## config.mk

```make
export PLATFORM = sky130hd
export DESIGN_NAME = print_sequencer
export DESIGN_NICKNAME = d
export VERILOG_FILES = /design/src/rtl/print_sequencer_pkg.sv /design/src/rtl/print_sequencer_byte_sel.sv /design/src/rtl/print_sequencer.sv
export SDC_FILE = /design/constraint.sdc
export NUM_CORES = 1
export LEC_CHECK = 0
export BUFFER_PORTS_ARGS = -buffer_cell sky130_fd_sc_hd__buf_4
export CAP_MARGIN = 20
export CORE_ASPECT_RATIO = 0.5
export CORE_MARGIN = 3
export CORE_UTILIZATION = 54
export DETAILED_ROUTE_END_ITERATION = 6
export GPL_TIMING_DRIVEN = 0
export PLACE_DENSITY_LB_ADDON = 0.15
export RECOVER_POWER = 25
export SYNTH_ARGS = -nofsm -noshare
export SYNTH_HDL_FRONTEND = slang
export SYNTH_HIERARCHICAL = 1
export SYNTH_SLANG_ARGS = --single-unit
```

## constraint.sdc

```tcl
create_clock -name clk -period 3.8 [get_ports clk]
set_clock_uncertainty 0.15 [all_clocks]
set_input_delay 0.57 -clock clk [delete_from_list [all_inputs] [get_ports clk]]
set_output_delay 0.57 -clock clk [all_outputs]
set_load 0.05 [all_outputs]
```

## src/rtl/print_sequencer_pkg.sv

```systemverilog
// Shared types and constants for the print-string sequencer.
package print_sequencer_pkg;

   // Controller states, in the order a string is serviced.
   typedef enum logic [2:0] {
      IDLE    = 3'd0,
      FETCH   = 3'd1,
      EMIT    = 3'd2,
      NEWLINE = 3'd3,
      FIN     = 3'd4
   } state_e;

   localparam logic [7:0] CHAR_NL  = 8'h0A;
   localparam logic [7:0] CHAR_NUL = 8'h00;

endpackage

```

## src/rtl/print_sequencer_byte_sel.sv

```systemverilog
// Picks one byte lane out of a fetched word and flags the string terminator.
module print_sequencer_byte_sel
   import print_sequencer_pkg::*;
(
   input  logic [31:0] word_i,
   input  logic [1:0]  lane_i,
   output logic [7:0]  byte_o,
   output logic        is_nul_o
);

   // Lane 0 is the lowest-addressed byte (little-endian string layout).
   always_comb begin
      byte_o   = word_i[8*lane_i +: 8];
      is_nul_o = (byte_o == CHAR_NUL);
   end

endmodule

```

## src/rtl/print_sequencer.sv

```systemverilog
// Print-string controller: fetches words of a NUL-terminated string and
// streams its bytes out one character at a time, with an optional newline.
module print_sequencer
   import print_sequencer_pkg::*;
#(
   parameter int ADDR_W    = 32,
   parameter int MAX_WORDS = 256,
   parameter bit EMIT_NL   = 1'b1
) (
   input  logic              clk,
   input  logic              rst_n,
   input  logic              start,
   input  logic [ADDR_W-1:0] start_addr,
   output logic              busy,
   output logic              done,
   output logic              err,
   output logic              mem_req,
   output logic [ADDR_W-1:0] mem_addr,
   input  logic              mem_ack,
   input  logic [31:0]       mem_rdata,
   output logic              char_valid,
   output logic [7:0]        char_data,
   input  logic              char_ready,
   output logic [15:0]       char_count
);

   localparam int WCNT_W = $clog2(MAX_WORDS + 1);

   // State after the last character of a string (terminator or abort).
   localparam state_e TAIL_ST = EMIT_NL ? NEWLINE : FIN;

   state_e            state_q, state_d;
   logic [1:0]        lane_q, lane_d;
   logic [ADDR_W-1:0] addr_q, addr_d;
   logic [WCNT_W-1:0] wcnt_q, wcnt_d;
   logic [31:0]       word_q, word_d;
   logic [15:0]       count_q, count_d;
   logic              err_q, err_d;

   logic [7:0]        cur_byte;
   logic              cur_nul;

   print_sequencer_byte_sel u_byte_sel (
      .word_i   (word_q),
      .lane_i   (lane_q),
      .byte_o   (cur_byte),
      .is_nul_o (cur_nul)
   );

   // Status flags follow directly from the registered state.
   assign busy       = (state_q != IDLE);
   assign err        = err_q;
   assign mem_addr   = addr_q;
   assign char_count = count_q;

   // State and datapath registers; reset discards any partial string.
   always_ff @(posedge clk or negedge rst_n) begin
      if (!rst_n) begin
         state_q <= IDLE;
         lane_q  <= 2'd0;
         addr_q  <= '0;
         wcnt_q  <= '0;
         word_q  <= 32'h0;
         count_q <= 16'h0;
         err_q   <= 1'b0;
      end else begin
         state_q <= state_d;
         lane_q  <= lane_d;
         addr_q  <= addr_d;
         wcnt_q  <= wcnt_d;
         word_q  <= word_d;
         count_q <= count_d;
         err_q   <= err_d;
      end
   end

   // Next-state logic and Moore/Mealy outputs of the sequencer.
   always_comb begin
      state_d    = state_q;
      lane_d     = lane_q;
      addr_d     = addr_q;
      wcnt_d     = wcnt_q;
      word_d     = word_q;
      count_d    = count_q;
      err_d      = err_q;
      mem_req    = 1'b0;
      char_valid = 1'b0;
      char_data  = 8'h00;
      done       = 1'b0;

      case (state_q)
         IDLE: begin
            if (start) begin
               lane_d  = start_addr[1:0];
               addr_d  = {start_addr[ADDR_W-1:2], 2'b00};
               wcnt_d  = '0;
               count_d = 16'h0;
               err_d   = 1'b0;
               state_d = FETCH;
            end
         end
         FETCH: begin
            mem_req = 1'b1;
            if (mem_ack) begin
               word_d  = mem_rdata;
               wcnt_d  = wcnt_q + WCNT_W'(1);
               state_d = EMIT;
            end
         end
         EMIT: begin
            if (cur_nul) begin
               // Terminator itself is never sent to the sink.
               state_d = TAIL_ST;
            end else begin
               char_valid = 1'b1;
               char_data  = cur_byte;
               if (char_ready) begin
                  if (count_q != 16'hFFFF) begin
                     count_d = count_q + 16'd1;
                  end
                  if (lane_q != 2'd3) begin
                     lane_d = lane_q + 2'd1;
                  end else if (wcnt_q == WCNT_W'(MAX_WORDS)) begin
                     // Fetch budget spent without a terminator.
                     err_d   = 1'b1;
                     state_d = TAIL_ST;
                  end else begin
                     lane_d  = 2'd0;
                     addr_d  = addr_q + ADDR_W'(4);
                     state_d = FETCH;
                  end
               end
            end
         end
         NEWLINE: begin
            char_valid = 1'b1;
            char_data  = CHAR_NL;
            if (char_ready) begin
               state_d = FIN;
            end
         end
         FIN: begin
            done    = 1'b1;
            state_d = IDLE;
         end
         default: begin
            state_d = IDLE;
         end
      endcase
   end

endmodule

```

=== Word-level counts from Yosys, hierarchy flattened ===
Cells that the tools add are included.

* $add $sub $neg: 4
* Equal/unequal tests: 19
* Shift operators: 1
* Mux-type cells: 40
* Reductions and logical operators: 12

{| class="wikitable"
|+ Operators with widths
! cell !! number
|-
| 32-bit 2-to-1 mux || 5
|-
| 16-bit 2-to-1 mux || 4
|-
| 32-bit one-hot mux with 2 select lines || 1
|-
| 32-bit by 3-bit adder with 32-bit output, second input constant || 1
|-
| 16-bit one-hot mux with 2 select lines || 1
|-
| 32-bit by 6-bit variable part select with 8-bit output || 1
|-
| 2-bit != test, second input constant || 10
|-
| 3-bit 2-to-1 mux || 6
|-
| 9-bit 2-to-1 mux || 2
|-
| 9-bit one-hot mux with 2 select lines || 1
|-
| 16-bit by 1-bit adder with 16-bit output, second input constant || 1
|-
| 16-bit != test, second input constant || 1
|-
| 8-bit one-hot mux with 2 select lines || 1
|-
| 5-bit AND reduction || 3
|-
| 2-bit 2-to-1 mux || 6
|-
| 3-bit one-hot mux with 4 select lines || 1
|-
| 6-bit AND reduction || 2
|-
| 9-bit by 1-bit adder with 9-bit output, second input constant || 1
|-
| 9-bit equality test, second input constant || 1
|-
| 3-bit != test, second input constant || 3
|-
| 8-bit zero test || 1
|-
| 1-bit 2-to-1 mux || 8
|-
| 8-bit 2-to-1 mux || 1
|-
| 3-bit by 2-bit equality test with 1-bit output, second input constant || 2
|-
| other kinds (10) || 12
|}

* Flip-flop bits (word level): 95
* Input port bits: 69
* Output and inout bits: 61
* Logic and storage cells: 83

=== Depth between registers and ports, before layout ===
Gate-level depths: netlist of run 1.

* Depth after elaboration: 6
* Gate-level depth with buffers: 11
* Depth with buffers taken out: 8

=== Hierarchy ===
The synthesis of run 1 kept the hierarchy.

{| class="wikitable"
|+ By module, submodules not included
! module !! instances !! cells an instance !! area each (um2) !! sequential area each (um2)
|-
| print_sequencer || 1 || 519 || 4993.5 || 2327.2
|-
| print_sequencer_byte_sel || 1 || 13 || 221.5 || 0.0
|}

=== Least setup slack after synthesis of run 1 ===
No wires, ideal clock.

* Kind: reg-to-reg
* From: register lane_q[0]
* To: register addr_q[14] (netlist: mem_addr[14])
* Setup time: 0.126 ns
* Arrival time: 2.794 ns
* Data required time: 3.524 ns
* Setup slack: 0.730 ns
* Stages on the path, launching flop included: 12
* Path buffers: 3
* Period minus slack after synthesis: 3.070 ns
* Path through: dfrtp_1 > buf_6 > mux4_2 > or4_1 > nor2_1 > nand3b_1 > a21o_1 > buf_2 > a211o_1 > buf_2 > nor2_1 > a2bb2oi_1

* Cells in the longest elaborated chain, start to end: 4
* Elaborated cells between the ends (all ways): 6
* Those cells by class: eq/ne: 3; shift: 1; reduce/logical: 2

{| class="wikitable"
|+ Ends and longest elaborated chain
! element !! RTL line !! RTL
|-
| from (decl) || print_sequencer.sv:33 || <nowiki>logic [1:0] lane_q, lane_d;</nowiki>
|-
| from (signal assigned) || print_sequencer.sv:68 || <nowiki>lane_q <= lane_d;</nowiki>
|-
| 32-bit by 6-bit variable part select with 8-bit output || print_sequencer_byte_sel.sv:13 || <nowiki>byte_o = word_i[8*lane_i +: 8];</nowiki>
|-
| net cur_byte[3] || print_sequencer.sv:40 || <nowiki>logic [7:0] cur_byte;</nowiki>
|-
| 8-bit zero test || print_sequencer_byte_sel.sv:14 || <nowiki>is_nul_o = (byte_o == CHAR_NUL);</nowiki>
|-
| net cur_nul || print_sequencer.sv:41 || <nowiki>logic cur_nul;</nowiki>
|-
| 2-bit != test (no line) || -- ||
|-
| 6-bit AND reduction (no line) || -- ||
|-
| to (signal assigned) || print_sequencer.sv:69 || <nowiki>addr_q <= addr_d;</nowiki>
|-
| to (decl) || print_sequencer.sv:34 || <nowiki>logic [ADDR_W-1:0] addr_q, addr_d;</nowiki>
|}

The timed path passes the listed nets, and every way through them passes these cells.
A chain may end at the register's enable or synchronous reset.

=== Final worst setup path of run 1 ===
* From: register lane_q[0]
* To: output port char_data[3]

* Cells in the longest elaborated chain, start to end: 4

{| class="wikitable"
|+ Ends and longest elaborated chain
! element !! RTL line !! RTL
|-
| 32-bit by 6-bit variable part select with 8-bit output || print_sequencer_byte_sel.sv:13 ||
|-
| net cur_byte[7] || print_sequencer.sv:40 ||
|-
| 8-bit zero test || print_sequencer_byte_sel.sv:14 ||
|-
| net cur_nul || print_sequencer.sv:41 ||
|-
| 8-bit 2-to-1 mux || print_sequencer.sv:111 || <nowiki>if (cur_nul) begin</nowiki>
|-
| 8-bit one-hot mux with 2 select lines || print_sequencer.sv:91 || <nowiki>case (state_q)</nowiki>
|-
| to (decl) || print_sequencer.sv:22 || <nowiki>output logic [7:0] char_data,</nowiki>
|}

The timed path passes the listed nets, and every way through them passes these cells.

==> flow_metrics.tcl, run 1 <==
set metrics [dict create \
    outcome "finished clean" \
    numCtsBuffers 9 \
    synth.most_common_cell "dfrtp_1" \
    gr-usage-met3 0.0743 \
    grt_first_pass_wirelength_mm 24.9 \
    max-vdd-ir-drop_mv 0.422 \
    gr-total-overflow 0 \
    synth_seq_area_share 0.446 \
    routed_wl_mm 15.5 \
    ys.flop_type "dfrtp_1" \
    hold_viol_final 0 \
    synth_area_um2 5220 \
    clock_latency_ps 350 \
    diodes 0 \
    setup_viol 0 \
    clock-sinks 93 \
    dp_hpwl_mm 11.1 \
    vias 5020 \
    cts.path.max_buffers 2 \
    fin_nets 747 \
    fp.dieH_um 75.5 \
    grt_use_met2 0.487 \
    clock.fmax_ghz 0.278 \
    worst_slew_pin_slew_ps 1290 \
    cts_max_level 3 \
    grt_pass1_vias 4823 \
    die_area_um2 10900 \
    die-width_um 145 \
    post-cts-setup-buffer-count 0 \
    cp.required_ps 3080 \
    slowest_delay_ps 590 \
    ys_warn_count 6 \
    ys_async_sr_fraction 1.00 \
    num_io_pins 130 \
    antenna_found_initial 0 \
    drc 0 \
    port_buffers 127 \
    area_growth_pct 27.7 \
    start_util 0.577 \
    synth-compound-area-share 0.163 \
    drtPass1Iterations 5 \
    synth_fa_ha_area_frac 0.0120 \
    ys_types 65 \
    powerDensity_nw_per_um2 853 \
    slew_violations 0 \
    startpoint_type "register" \
    drv_cap 0 \
    cp_slowest_cell "or4_1" \
    netlist.area_leader.share 0.446 \
    syn_area_per_cell_um2 9.80 \
    setup_tns_ps 0 \
    path_class "reg2out" \
    slew_headroom 0.140 \
    synth_top_cells_by_count "dfrtp_1 (93), nand2_1 (42), nor2_1 (41), a21oi_1 (35), mux2_2 (34)" \
    via_per_inst 6.21 \
    synth.area.mux_share 0.117 \
    crit_buf_inv 3 \
    rows 24 \
    final_layout_size_suffix_gt1_frac 0.314 \
    cts-root-buf "clkbuf_16" \
    worstPathCellList "buf_6 -> mux4_2 -> or4_1 -> nor2_2 -> inv_1 -> a21oi_1 -> nor2_1 -> buf_4" \
    ys_top_cells_by_area "dfrtp_1 (45%), mux2_2 (7.3%), a21oi_1 (3.4%)" \
    avgRoutedWirePerCell_um 19.1 \
    cp_max_fo 8 \
    busiest_layer "met2" \
    endpoint_kind "primary output" \
    use_met1 0.373 \
    grt_use_total 0.286 \
    core_um2 9040 \
    gp_congestion 0.923 \
    crit_family "simple AND/OR/NAND/NOR gates" \
    fillers 692 \
    clkTransAtPathRegs_ps 70 \
    worstPathArrival_ps 2880 \
    final_util 0.737 \
    tritoncts "yes" \
    synth-seq-cells 93 \
    rsz0062_at_grt "no" \
    yosysTopAreaCell "dfrtp_1" \
    synth-edff-count 0 \
    synth-simple-area-share 0.207 \
    leakage_nw 2.91 \
    grt_max_degree 72 \
    min_period_ps 3600 \
    synth_top_family_by_area "simple AND/OR/NAND/NOR gates" \
    power_w 0.00568 \
    hold_path.class "in2reg" \
    drtIter0Drc 457 \
    ant_nets 0 \
    synthXorXnorAreaFrac 0.0151 \
    syn_inst 532 \
    fin_crit_sh 0.948 \
]
## power by group
group / switching [W] / internal [W]
Sequential: 0.000388 / 0.00137
Clock: 0.000417 / 0.000521
Combinational: 0.00187 / 0.00112
Total: 0.00267 / 0.00301
## placed cells by master, fill, tap and decap left out, drive strengths merged, types with 3 or more instances in the layout
master   count
buf        146
dfrtp       93
nand2       43
nor2        42
a21oi       35
mux2        34
o21ai       34
nand3       24
clkbuf      23
nor3        17
and3        16
inv         15
or3         11
nand4       11
or4         10
a31oi        8
mux4         8
nor4         7
xnor2        6
o22a         6
a2bb2oi      6
o211ai       5
o22ai        5
a22o         5
ha           5
and4         5
and2         4
a211oi       4
mux2i        4
a311oi       4
o21a         3
o41ai        3
xor2         3
nand2b       3
## layout make-up
type                       count  area, um^2  area share
timing repair buffer         129         967       0.145
inverter                      11        41.3     0.00620
buffer                        32         163      0.0244
sequential                    93        2330       0.349
multi-input combinational    397        2690       0.404
tap                          130         163      0.0244
clock buffer                   9         225      0.0338
clock inverter                 7        80.1      0.0120
## worst paths after layout
check                                  startpoint                        to  slack [ps]  depth (start not counted)
min reg2reg                word_q[18]$_DFFE_PN0P_    word_q[18]$_DFFE_PN0P_         360                          1
max in group asynchronous                   rst_n    word_q[12]$_DFFE_PN0P_         910                          3
min in group asynchronous                   rst_n   mem_addr[4]$_DFFE_PN0P_         880                          2
max                         lane_q[0]$_DFFE_PN0P_              char_data[3]         200                          8
max reg2reg                 lane_q[0]$_DFFE_PN0P_  mem_addr[20]$_DFFE_PN0P_         250                         11
min                                 mem_rdata[25]    word_q[25]$_DFFE_PN0P_         300                          2
## registers in the layout, indices dropped and copies added (netlist names)
| name | flops |
|---|---|
| char_count | 16 |
| err | 1 |
| lane_q | 2 |
| mem_addr | 30 |
| state_q | 3 |
| wcnt_q | 9 |
| word_q | 32 |
## per-stage QoR
| step | instances | hold slack, ps | setup WS [ps] | area, um^2 |
|---|---|---|---|---|
| floorplan | 533 | 124 | 730 | 5220 |
| global placement | 790 | 334 | 160 | 6330 |
| detailed placement | 791 | 342 | 119 | 6360 |
| CTS | 808 | 293 | 22.1 | 6680 |
| global route | 808 | 296 | 59.3 | 6660 |
| finish | 808 | 301 | 198 | 6660 |
## layer usage
metal,routed length [um],vias to the layer above
li1,-,2283
met1,6260,2430
met2,7370,284
met3,1600,23
met4,232,0
met5,0,-
## cell families (layout without fill, tap and decap cells)
logic type               after synthesis  in the layout
adder cells (fa/ha/maj)                5              5
XOR/XNOR                               9              9
AND/OR/NAND/NOR                      203            203
multiplexers                          46             46
other                                  1              2
buffers and inverters                 43            188
flip-flops                            93             93
AO/OA/AOI/OAI                        132            132
## timing repair
| action | in CTS | in global routing |
|---|---|---|
| gates resized for setup | 0 | 4 |
| endpoints found under the hold margin | 22 | 0 |
| setup endpoints to repair | 0 | 29 |
| hold buffers | 1 | 0 |
No activity file was read; power rests on OpenSTA's default activity.
==> inputs of run 2 (changes only) <==
ABC_CLOCK_PERIOD_IN_PS = 3800   (was unset)
SYNTH_HIERARCHICAL = unset   (was 1)
==> run 2 against run 1 <==
Net effect:
- via count is 3.6% lower
- sequential power is 3% lower
- setup slack worse by 90 ps
- final area is 1.4% higher
- hold slack worse by 25 ps
- power is 0.63% lower
- highest routed layer unchanged
- utilization is 1.1 points higher
- synthesized area is 0.12% higher
- combinational power is 7.7% lower
- cell count is 2.4% lower
- global-route usage is 0.73 points lower
- routed wire length is 4.0% lower
==> flow_metrics.tcl, run 2 <==
set metrics [dict create \
    slowest_delay_ps 730 \
    setup_tns_ps 0 \
    grt_use_met2 0.485 \
    cp.required_ps 3080 \
    syn_inst 513 \
    ys.flop_type "dfrtp_1" \
    port_buffers 127 \
    ys_types 67 \
    r2r-start "lane_q[1]$_DFFE_PN0P_" \
    yosysTopAreaCell "dfrtp_1" \
    powerDensity_nw_per_um2 836 \
    fin_cells 789 \
    setup_viol 0 \
    gp_congestion 0.874 \
    worstPathArrival_ps 2970 \
    cpMostUsedCell "nor2_1" \
    grt_max_degree 71 \
    ys_top_cells_by_area "dfrtp_1 (45%), mux2_2 (7.1%), nand2_1 (4.3%)" \
    clock.fmax_ghz 0.271 \
    synth-seq-cells 93 \
    avgRoutedWirePerCell_um 18.8 \
    synth_area_um2 5220 \
    clock_latency_ps 340 \
    post-cts-setup-buffer-count 0 \
    fp.dieH_um 75.5 \
    drc 0 \
    num_io_pins 130 \
    min_path_cells 3 \
    synth_seq_area_share 0.446 \
    synth-edff-count 0 \
    core_um2 9040 \
    hold_viol_final 0 \
    gr-total-overflow 0 \
    dp_hpwl_mm 10.7 \
    cts_max_level 3 \
    final_util 0.747 \
    busiest_layer "met2" \
    cts-root-buf "clkbuf_16" \
    fin_crit_sh 0.972 \
    clkTransAtPathRegs_ps 70 \
    endpoint_kind "primary output" \
    hp-start "start_addr[16]" \
    vias 4837 \
    largest-register "word_q" \
    worst_slew_pin_slew_ps 1400 \
    ys_async_sr_fraction 1.00 \
    dpl.cell_count 772 \
    gr-usage-met3 0.0642 \
    antenna_found_initial 0 \
    synth.most_common_cell "dfrtp_1" \
    area_growth_pct 29.4 \
    grt_pass1_vias 4745 \
    drv_cap 0 \
    final_layout_size_suffix_gt1_frac 0.325 \
    leakage_nw 2.88 \
    drtIter0Drc 337 \
    worstPathCellList "clkbuf_1 -> mux4_2 -> nor4_1 -> nand2_1 -> nor2_1 -> nor2_1 -> buf_4" \
    grt_use_total 0.278 \
    die_area_um2 11000 \
    path_class "reg2out" \
    startpoint "lane_q[1]$_DFFE_PN0P_" \
    ant_nets 0 \
    rows 24 \
    drtPass1Iterations 5 \
    clock-sinks 93 \
    cp_max_fo 9 \
    netlist.area_leader.share 0.446 \
    rsz0062_at_grt "no" \
    outcome "finished clean" \
    numCtsBuffers 9 \
    tritoncts "yes" \
    use_met1 0.360 \
    diodes 0 \
    synth_top_cells_by_count "dfrtp_1 (93), nand2_1 (60), nor2_1 (34), mux2_2 (33), nand3_1 (24)" \
    ys_warn_count 0 \
    cp_slowest_cell "nor4_1" \
    die-width_um 145 \
    routed_wl_mm 14.9 \
    grt_first_pass_wirelength_mm 24.1 \
    via_per_inst 6.13 \
    hold_path.class "in2reg" \
    cts.path.max_buffers 2 \
    reg2reg_depth 8 \
    min_period_ps 3690 \
    mostFrequentLayoutCells "buf_4 (129), dfrtp_1 (93), nand2_1 (60)" \
    startpoint_type "register" \
    max-vdd-ir-drop_mv 0.359 \
    slew_violations 0 \
    syn_area_per_cell_um2 10.2 \
    slew_headroom 0.0661 \
    largest_reg_flops 32 \
    layout_commonest_cell "buf_4" \
    start_util 0.578 \
    fin_nets 728 \
]
-- run 2: changes by cell type after synthesis, sizes merged, moves of 7 or more --
cell,previous run,this run
o21ai,34,8
o311ai,1,21
or2,1,11
a21oi,35,9
and3,16,6
mux2i,4,11
clkbuf,12,21
buf,20,11
nor2,42,35
o211ai,5,19
nor3,17,8
nand2,43,61
-- run 2: per-stage QoR --
stage / total power [W] / area, um^2 / hold WS [ps] / worst slack (ps)
after floorplan: 0.00360 / 5230 / 124 / 834
after global placement: 0.00435 / 6340 / 332 / 596
after detailed placement: 0.00444 / 6370 / 341 / 578
after CTS: 0.00563 / 6770 / 272 / 178
after global routing: 0.00593 / 6750 / 293 / 17.3
final: 0.00565 / 6750 / 275 / 108
-- run 2: timing repair --
item	4_1_cts	5_1_grt
setup endpoints to repair	0	1
hold buffers	1	0
endpoints found under the hold margin	23	0
gates resized for setup	0	1
-- run 2: cells by family (layout without fill, tap and decap cells) --
| logic type | count (synthesis) | after routing | share of synthesized area |
|---|---|---|---|
| AND/OR/NAND/NOR | 212 | 212 | 0.210 |
| AO/OA/AOI/OAI | 99 | 99 | 0.150 |
| flip-flops | 93 | 93 | 0.446 |
| multiplexers | 52 | 52 | 0.127 |
| buffers and inverters | 43 | 188 | 0.0410 |
| XOR/XNOR | 8 | 8 | 0.0134 |
| adder cells (fa/ha/maj) | 5 | 5 | 0.0120 |
| other | 1 | 2 | 0.000718 |
-- run 2: final timing paths --
check                                           end  slack [ps]
hold reg to reg               word_q[3]$_DFFE_PN0P_         350
setup reg to reg           mem_addr[31]$_DFFE_PN0P_         610
max in group asynchronous    word_q[23]$_DFFE_PN0P_         840
setup / recovery                         char_valid         110
min in group asynchronous  mem_addr[26]$_DFFE_PN0P_         930
hold / removal             mem_addr[16]$_DFFE_PN0P_         280
-- run 2: cell type report --
cell class	count	area (um^2)
fill	643	2280
tap	130	163
inverter	11	41.3
sequential	93	2330
clock inverter	7	168
multi-input combinational	378	2690
clock buffer	9	225
buffer	32	173
timing repair buffer	129	967
-- run 2: metal layers --
layer	share of wire	vias up	routed length [um]
met5	0	-	0
met4	0.014	0	207
met3	0.088	22	1310
met2	0.48	237	7080
met1	0.42	2358	6250
li1	-	2220	-
-- run 2: where the power goes --
part / switching, W / total (W) / internal (W)
Sequential: 0.000354 / 0.00171 / 0.00136
Clock: 0.000398 / 0.00118 / 0.000781
Combinational: 0.00170 / 0.00275 / 0.00105
Total: 0.00246 / 0.00565 / 0.00319
-- run 2: worst max-delay path: cells and delay by family, from the launching register on --
| kind | cells | cell delay (ps) |
|---|---|---|
| buffers and inverters | 2 | 620 |
| and+or+nand+nor | 4 | 1220 |
| muxes | 1 | 440 |
| DFF | 1 | 350 |
